### config.mk
export PLATFORM = sky130hd
export DESIGN_NAME = ps2_keycode_decoder
export DESIGN_NICKNAME = d
export VERILOG_FILES = /design/src/rtl/ps2_keycode_decoder.sv
export SDC_FILE = /design/constraint.sdc
export NUM_CORES = 1
export LEC_CHECK = 0
export BUFFER_PORTS_ARGS = -buffer_cell sky130_fd_sc_hd__buf_2
export CAP_MARGIN = 30
export CORE_AREA = 2 2 68 70
export DETAILED_ROUTE_END_ITERATION = 8
export DIE_AREA = 0 0 70 72
export GPL_ROUTABILITY_DRIVEN = 1
export HOLD_SLACK_MARGIN = 0.06
export MAX_ROUTING_LAYER = met4
export PLACE_DENSITY_LB_ADDON = 0.15
export SYNTH_ARGS = -nofsm -noshare
export SYNTH_HDL_FRONTEND = slang
export SYNTH_SLANG_ARGS = --single-unit
### constraint.sdc
create_clock -name clk -period 2.5 [get_ports clk]
set_input_delay 0.25 -clock clk [delete_from_list [all_inputs] [get_ports clk]]
set_output_delay 0.25 -clock clk [all_outputs]
set_load 0.03 [all_outputs]
### src/rtl/ps2_keycode_decoder.sv
// PS/2 keyboard receiver: deserialises 11-bit frames, checks parity/stop/timeout,
// and turns set-2 make/break sequences for the game keys into a held ASCII keyCode.
module ps2_keycode_decoder #(
  parameter int unsigned TIMEOUT_CYCLES = 65000
) (
  input  logic       clk,
  input  logic       rst,
  input  logic       ps2_clk,
  input  logic       ps2_data,
  output logic [6:0] keyCode,
  output logic       key_valid,
  output logic       frame_err
);

  localparam int unsigned TW = $clog2(TIMEOUT_CYCLES + 1);

  typedef enum logic [1:0] {IDLE, DATA, PARITY, STOP} state_t;

  logic          clk_s1, clk_s2, clk_prev;
  logic          dat_s1, dat_s2;
  logic          strobe;
  logic          bit_q;
  state_t        state;
  logic [2:0]    bit_cnt;
  logic [7:0]    shreg;
  logic          par_bit;
  logic [TW-1:0] tcnt;
  logic          byte_vld;
  logic [7:0]    byte_q;
  logic          brk, ext;
  logic [6:0]    byte_ascii;
  logic          byte_mapped;

  function automatic logic [6:0] map_ascii(input logic [7:0] sc);
    case (sc)
      8'h1C:   map_ascii = 7'h61;
      8'h23:   map_ascii = 7'h64;
      8'h1D:   map_ascii = 7'h77;
      8'h1B:   map_ascii = 7'h73;
      8'h29:   map_ascii = 7'h20;
      default: map_ascii = 7'h00;
    endcase
  endfunction

  assign byte_ascii  = map_ascii(byte_q);
  assign byte_mapped = (byte_ascii != 7'h00);

  // Synchronisers; the falling-edge strobe is registered together with the data bit
  always_ff @(posedge clk) begin
    if (rst) begin
      clk_s1   <= 1'b1;
      clk_s2   <= 1'b1;
      clk_prev <= 1'b1;
      dat_s1   <= 1'b1;
      dat_s2   <= 1'b1;
      strobe   <= 1'b0;
      bit_q    <= 1'b1;
    end else begin
      clk_s1   <= ps2_clk;
      clk_s2   <= clk_s1;
      clk_prev <= clk_s2;
      dat_s1   <= ps2_data;
      dat_s2   <= dat_s1;
      strobe   <= clk_prev & ~clk_s2;
      bit_q    <= dat_s2;
    end
  end

  // Frame FSM, timeout watchdog and byte interpretation
  always_ff @(posedge clk) begin
    if (rst) begin
      state     <= IDLE;
      bit_cnt   <= 3'd0;
      shreg     <= 8'h00;
      par_bit   <= 1'b0;
      tcnt      <= '0;
      byte_vld  <= 1'b0;
      byte_q    <= 8'h00;
      brk       <= 1'b0;
      ext       <= 1'b0;
      keyCode   <= 7'h00;
      key_valid <= 1'b0;
      frame_err <= 1'b0;
    end else begin
      byte_vld  <= 1'b0;
      key_valid <= 1'b0;
      frame_err <= 1'b0;

      if (byte_vld) begin
        if (byte_q == 8'hE0) begin
          ext <= 1'b1;
        end else if (byte_q == 8'hF0) begin
          brk <= 1'b1;
        end else if (ext) begin
          ext <= 1'b0;
          brk <= 1'b0;
        end else if (brk) begin
          brk <= 1'b0;
          if (byte_mapped && byte_ascii == keyCode) begin
            keyCode   <= 7'h00;
            key_valid <= 1'b1;
          end
        end else if (byte_mapped) begin
          keyCode   <= byte_ascii;
          key_valid <= 1'b1;
        end
      end

      if (strobe || state == IDLE) begin
        tcnt <= '0;
      end else begin
        tcnt <= tcnt + TW'(1);
      end

      if (!strobe && state != IDLE && tcnt == TW'(TIMEOUT_CYCLES - 1)) begin
        state     <= IDLE;
        frame_err <= 1'b1;
        brk       <= 1'b0;
        ext       <= 1'b0;
      end else if (strobe) begin
        case (state)
          IDLE: begin
            if (!bit_q) begin
              state   <= DATA;
              bit_cnt <= 3'd0;
            end
          end
          DATA: begin
            shreg   <= {bit_q, shreg[7:1]};
            bit_cnt <= bit_cnt + 3'd1;
            if (bit_cnt == 3'd7) state <= PARITY;
          end
          PARITY: begin
            par_bit <= bit_q;
            state   <= STOP;
          end
          STOP: begin
            state <= IDLE;
            if (bit_q && (^{shreg, par_bit})) begin
              byte_vld <= 1'b1;
              byte_q   <= shreg;
            end else begin
              frame_err <= 1'b1;
              brk       <= 1'b0;
              ext       <= 1'b0;
            end
          end
          default: state <= IDLE;
        endcase
      end
    end
  end

endmodule
After elaboration in Yosys (flattened, before gate mapping):

Index checks and enable logic that the tools add are counted.

* reductions and logical operators: 22
* equal/unequal tests: 16
* multiplexer cells: 29
* add/sub/neg operators: 2
* bitwise gates (word level): 9

Operators by type and width (count)
* $pmux 7 s5: 1
* $eq 8x5->1 const B: 3
* $mux 7: 3
* $mux 1: 20
* $add 16x1->16 const B: 1
* $eq 16x16->1 const B: 1
* $eq 8x6->1 const B: 2
* $eq 8x8->1 const B: 2
* $reduce_and 3->1: 3
* $reduce_xor 9->1: 1
* $not 1->1: 8
* $pmux 2 s4: 1
* $reduce_and 4->1: 2
* $eq 7x7->1: 1
* $reduce_bool 7->1: 1
* $pmux 3 s2: 1
* $reduce_and 6->1: 1
* $reduce_bool 2->1: 3
* $reduce_or 5->1: 1
* $eq 2x2->1 const B: 2
* $logic_and 1x1->1: 4
* $mux 2: 2
* $ne 2x2->1 const B: 2
* $reduce_or 2->1: 2
* other kinds (10): 10

* bits in registers: 57
* output and inout bits: 9
* word-level logic and storage cells: 97

Longest topological paths before layout:

Gate-level depths: netlist (run 1).

* word-level depth: 7
* gate-level depth with buffers: 7
* depth with buffers taken out: 7

Worst setup path before layout (run 1):

No wires, ideal clock.

* path kind: flip-flop to flip-flop
* start point: reg byte_q[3]
* end point: reg keyCode[4]
* required time: 2.383 ns
* arrival: 1.990 ns
* path buffers: 1
* setup time: 0.117 ns
* clock period less this slack: 2.106 ns
* setup slack: 0.394 ns
* cell stages (with the launch flop): 8
* cell sequence: dfxtp_1 > or3b_1 > buf_6 > nor4_2 > xor2_1 > a2111oi_2 > o22ai_2 > a22o_1

* longest elaborated chain between the ends: 6
* elaborated cells between the ends (all ways): 18
* classes of those cells: 9 x eq/ne; 3 x mux; 2 x bitwise; 4 x reduce/logical

RTL lines
* start: declaration: line 29 `logic [7:0] byte_q;`
* start signal: assignment: line 141 `byte_q <= shreg;`
* $eq 8x6->1 / $eq 8x5->1 (equally long branches): line 35 `case (sc)`
* $pmux 7 s5: line 35
* $eq 7x7->1 / $reduce_bool 7->1 (equally long branches): line 99, 46
* $logic_and 1x1->1: line 99 `if (byte_mapped && byte_ascii == keyCode) begin`
* $ne 2x1->1 (no line)
* $reduce_and 6->1 (no line)
* end signal: assignment: line 104 `keyCode <= byte_ascii;`
* end: declaration: line 10 `output logic [6:0] keyCode,`

Several ways; a longest one is shown, not always the timed one. The select of a mux whose other input is x is not followed.
A chain may end at the register's enable or synchronous reset.

Final worst setup path (run 1):

* start point: reg byte_q[3]
* end point: reg keyCode[5]

The elaborated chain is that of the path after synthesis.

==> results.cfg, run 1 <==
[finish]
antenna_cells = 0
multi_input_area_mm2 = 0.00129
final_nets = 295
drive_gt1_share_pct = 13.3
nFillCells = 376
fin_area_mm2 = 0.00269
area.sequential_mm2 = 0.00110
area_growth_pct = 7.97

[die]
die_h_um = 72
die_w_um = 70
core-area_mm2 = 0.00426
dieArea_mm2 = 0.00504
initial_core_util_pct = 58.5
ios = 13
rows = 24

[placed_design]
dp_hpwl_um = 2940
place_area_mm2 = 0.00258
port_buffers = 11
place_congestion = 0.734

[setup_path]
worstSetupEndpointType = flop
critPathMaxStageDelay_ps = 490
crit_arrival_ps = 2560
cp_data_required_time_ps = 2700
crit_slowest_cell = or3b_1
critPathKind = flop to flop
critical_path.top_delay_family = compound AO/OA/AOI/OAI gates
cp_num_buf_inv = 0
worstPathMaxFanout = 6
start_kind = flop
path_cells = or3b_1 -> nor4_2 -> xor2_1 -> a2111oi_2 -> o22ai_2 -> a21o_1

[timing]
drv_slew = 0
finalCritPeriodShare_pct = 94.3
worst_slew_pin_slew_ps = 529
setup_violations = 0
rsz0062_at_grt = no
hold_violations = 0
relSlewSlack_pct = 64.4
fin_skew_ps = 4.29
fmax_mhz = 424
finalSetupTns_ps = 0
period_needed_ps = 2360

[flow_run]
cap_violations = 0

[worst_hold_path]
hold_path.class = input port to flop

[synth]
synthXorXnorAreaFrac_pct = 8.48
yosys.area.top_type_share_pct = 44.1
syn_inst = 275
synth.distinct_cells = 50
synth_top_area_cell = dfxtp_1
netlist_area_mm2 = 0.00249
synth_area_per_cell_um2 = 9.07
yosys-top-cells-area = dfxtp_1, nor2_1, nand2_1
synth_edf_count = 0
yosysSeqAreaShare_pct = 44.1
synth_compound_area_share_pct = 10.7
synth_nets = 286
synth_mux_area_share_pct = 4.01
synth_top_family_by_area = simple AND/OR/NAND/NOR gates
synth-adder-area-share_pct = 3.51
async_reset_ff_share_pct = 0
yosys.area_share.simple_pct = 25.1
yosysWarnings = 0
ys.flop_type = dfxtp_1
synth.ff_latch_count = 55

[power]
p_total_uw = 1500
leakagePower_uw = 0.00104
power.density_mw_per_mm2 = 556
vdd_drop_max_mv = 0.445

[drt]
drtPass1Iterations = 4
drc = 0
ant_nets = 0
via_count = 1846
drt_iter0_markers = 121
wl_um = 4200
vias_per_cell = 5.48
wl_per_cell_um = 12.4

[clock_network]
clock_path_buffers = 2
clkSinkCount = 55
cts.htree.levels = 2
cts_tree = done
cts-root-buf = clkbuf_8
hold_buffers = 0
cts_resized = 0
clkTransAtPathRegs_ps = 90
post_cts_buffers = 0
cts_inserted_buffers = 5
clk_latency_ps = 300

[global_route]
grt_pass1_wl_um = 7610
antenna_found_initial = 0
grt_pass1_vias = 1783
grt_max_degree = 33
overflow = 0
grt_use_total_pct = 19.3

[run_status]
outcome = finished clean
[worst paths after layout]
path                   from          to  slack [ps]  depth (start not counted)
setup / recovery  byte_q[3]  keyCode[5]         140                          6
hold / removal      ps2_clk      clk_s1         120                          2
setup reg to reg  byte_q[3]  keyCode[5]         140                          6
hold reg to reg    clk_prev      strobe         410                          2
[placed cells by master (no fill, tap or decap), drive strengths merged, types with 2 or more instances in the layout]
cell type	count
dfxtp	55
nor2	41
nand2	29
nand3	15
buf	14
a21oi	13
xor2	11
inv	10
mux2i	10
or2	10
xnor2	8
ha	7
nor3	6
clkbuf	6
o21ai	4
or3	4
nand2b	3
o2bb2ai	3
xnor3	2
a32oi	2
and4	2
or3b	2
nand3b	2
a21o	2
nor4b	2
a211oi	2
nor4	2
o22ai	2
[synthesized netlist by cell type (3+ instances only)]
cell	number
a21oi_1	13
clkbuf_1	8
dfxtp_1	55
ha_1	7
inv_1	10
mux2i_1	10
nand2_1	29
nand2b_1	3
nand3_1	15
nor2_1	41
nor3_1	6
o21ai_0	3
o2bb2ai_1	3
or2_2	8
or3_1	3
xnor2_1	8
xor2_1	11
[report_power, final]
group	leakage (uW)	total (uW)	switching, uW	internal, uW
Sequential	0.000444	881	1.59	880
Combinational	0.000538	22.5	15.6	6.85
Clock	0.0000612	593	269	324
[metal layers]
layer | GRT usage (%) | up-vias | wire length [um]
li1 | - | 955 | -
met1 | 21.9 | 863 | 1970
met2 | 33.3 | 21 | 2040
met3 | 4.17 | 7 | 110
met4 | 7.69 | 0 | 82
met5 | - | - | 0
[per-stage QoR]
stage	hold WS [ps]	instances	utilization [%]	worst slack (ps)
final	125	337	63.2	142
after CTS	113	337	63.2	168
after detailed placement	400	329	60.4	199
after global placement	393	329	60.4	252
after floorplan	354	275	-	394
after global routing	107	337	63.2	4.55
[final cells by class]
cell class / count / area share (%)
clock buffer: 6 / 3.07
clock inverter: 2 / 1.30
inverter: 10 / 1.39
multi-input combinational: 198 / 48.1
sequential: 55 / 40.9
tap: 52 / 2.42
timing repair buffer: 14 / 2.88
[sequential cells by signal, indices dropped and copies added, names as in the netlist, 2 cells and up]
signal and cells:
bit_cnt 3, byte_q 8, keyCode 5, shreg 8
state 2, tcnt 16
[kinds of logic after synthesis]
group           after synthesis
simple gates                123
flops                        55
compound gates               36
buf+inv                      22
xor+xnor                     21
mux                          10
fa+ha+maj                     7
other cells                   1
(Power assumes the default switching activity.)
==> run 2, diff against run 1 <==
--- a/config.mk
+++ b/config.mk
@@ -14,6 +14,7 @@
 export HOLD_SLACK_MARGIN = 0.06
 export MAX_ROUTING_LAYER = met4
 export PLACE_DENSITY_LB_ADDON = 0.15
+export SETUP_SLACK_MARGIN = 0.5
 export SYNTH_ARGS = -nofsm -noshare
 export SYNTH_HDL_FRONTEND = slang
 export SYNTH_SLANG_ARGS = --single-unit
==> run 2 against run 1 <==
Effect of this change: worst hold slack better by 4.1 ps; count of clock-buffer cells in the layout unchanged; cell count up 1.5%; combinational power about the same; register-to-register slack better by 310 ps; largest cell class unchanged; largest power group unchanged.
==> results.cfg, run 2 (same netlist as run 1, synthesis figures left out) <==
[power]
p_total_uw = 1500
vdd_drop_max_mv = 0.417
leakagePower_uw = 0.00110
power.density_mw_per_mm2 = 532

[timing]
setup_violations = 0
worst_slew_pin_slew_ps = 554
hold_violations = 0
fin_skew_ps = 8.08
period_needed_ps = 2050
setup_ws_ps = 455
drv_slew = 0
finalSetupTns_ps = 0
whs_ps = 129
rsz0062_at_grt = yes
finalCritPeriodShare_pct = 81.8
relSlewSlack_pct = 63.1
fmax_mhz = 489

[clock_network]
cts-root-buf = clkbuf_8
clock_path_buffers = 2
clkSinkCount = 55
clk_latency_ps = 300
cts.htree.levels = 2
hold_buffers = 0
clkTransAtPathRegs_ps = 90
cts_inserted_buffers = 5
cts_tree = done

[setup_path]
start_kind = flop
path_cells = or3b_4 -> buf_6 -> o22ai_2 -> o211ai_1 -> a2111oi_4 -> o22ai_2 -> a22o_1
path_common_cell = o22ai_2
r2r_slack_ps = 450
crit_arrival_ps = 2250
critPathMaxStageDelay_ps = 440
crit_slowest_cell = or3b_4
r2r_cells = 7
worstSetupEndpointType = flop
critical_path.top_delay_family = compound AO/OA/AOI/OAI gates
worstPathMaxFanout = 5
rr_startpoint = byte_q[3]
cp_data_required_time_ps = 2700
critPathKind = flop to flop
reg2reg_to = keyCode[4]
cp_num_buf_inv = 1

[global_route]
use_met1_pct = 22.0
met3_usage_pct = 4.31
antenna_found_initial = 0
overflow = 0
grt_pass1_vias = 1691
grt_use_met2_pct = 32.5
grt_use_total_pct = 18.8
grt_pass1_wl_um = 7540
grt_max_degree = 33
grt_most_used_layer = met2

[drt]
vias_per_cell = 5.44
drc = 0
wl_per_cell_um = 12.7
ant_nets = 0
wl_um = 4350
drtPass1Iterations = 4
via_count = 1859
drt_iter0_markers = 75

[finish]
reg_top3 = tcnt: 16 flops, byte_q: 8 flops, shreg: 8 flops
antenna_cells = 0
final_util_pct = 65.8
nFillCells = 369
area_growth_pct = 12.5
final_common_cell = dfxtp_1
drive_gt1_share_pct = 20.0
largest_reg_flops = 16
final_nets = 300
multi_input_area_mm2 = 0.00136
area.sequential_mm2 = 0.00111
regMostFlops = tcnt
layout_common_cells = dfxtp_1, nor2_1, nand2_1

[die]
initial_core_util_pct = 58.5
rows = 24
dieArea_mm2 = 0.00504
die_w_um = 70
ios = 13
die_h_um = 72
core-area_mm2 = 0.00426

[worst_hold_path]
worstHoldEndpoint = dat_s1
hold_depth = 2
hold_path.class = input port to flop
hold_start = ps2_data

[flow_run]
cap_violations = 0

[placed_design]
dp_hpwl_um = 2940
pre_cts_ws_ps = 354
port_buffers = 11
place_congestion = 0.759

[run_status]
outcome = finished clean
==> run 2: power by group <==
group / switching [uW] / internal (uW) / leakage, uW
sequential: 1.49 / 878 / 0.000449
combinational: 15.8 / 6.88 / 0.000587
clock: 269 / 324 / 0.0000612
==> run 2: routing by layer <==
metal / vias to the layer above / part of all wire (%)
met3: 7 / 2.8
met5: - / 0
li1: 962 / -
met2: 25 / 48
met4: 0 / 1.5
met1: 865 / 47
==> run 2: worst max-delay path by stage <==
stage / from / end / depth (start not counted)
after CTS: byte_q[3] / keyCode[4] / 6
after detailed placement: byte_q[6] / keyCode[5] / 6
after global placement: byte_q[3] / keyCode[4] / 6
after global routing: byte_q[3] / keyCode[4] / 6
after floorplan: byte_q[6] / keyCode[4] / 7
final: byte_q[3] / keyCode[4] / 7
==> run 2: through the flow <==
| step | instances | area, um2 |
|---|---|---|
| CTS | 342 | 2780 |
| global placement | 329 | 2580 |
| global route | 342 | 2810 |
| detailed placement | 329 | 2580 |
| finish | 342 | 2810 |
| floorplan | 275 | 2500 |
==> run 2: layout make-up <==
type	count	share of cell area, %
Sequential cell	55	39.7
Inverter	10	1.34
Tap cell	52	2.32
Clock inverter	2	1.25
Clock buffer	6	2.94
Timing Repair Buffer	19	4.23
Multi-Input combinational cell	198	48.3
==> run 2: timing repair <==
item | in CTS | in global routing
buffers inserted | 5 | 0
gates resized for setup | 11 | 9
pin swaps | 9 | 2
endpoints found under the setup margin | 6 | 12
hold endpoints to repair | 0 | 0
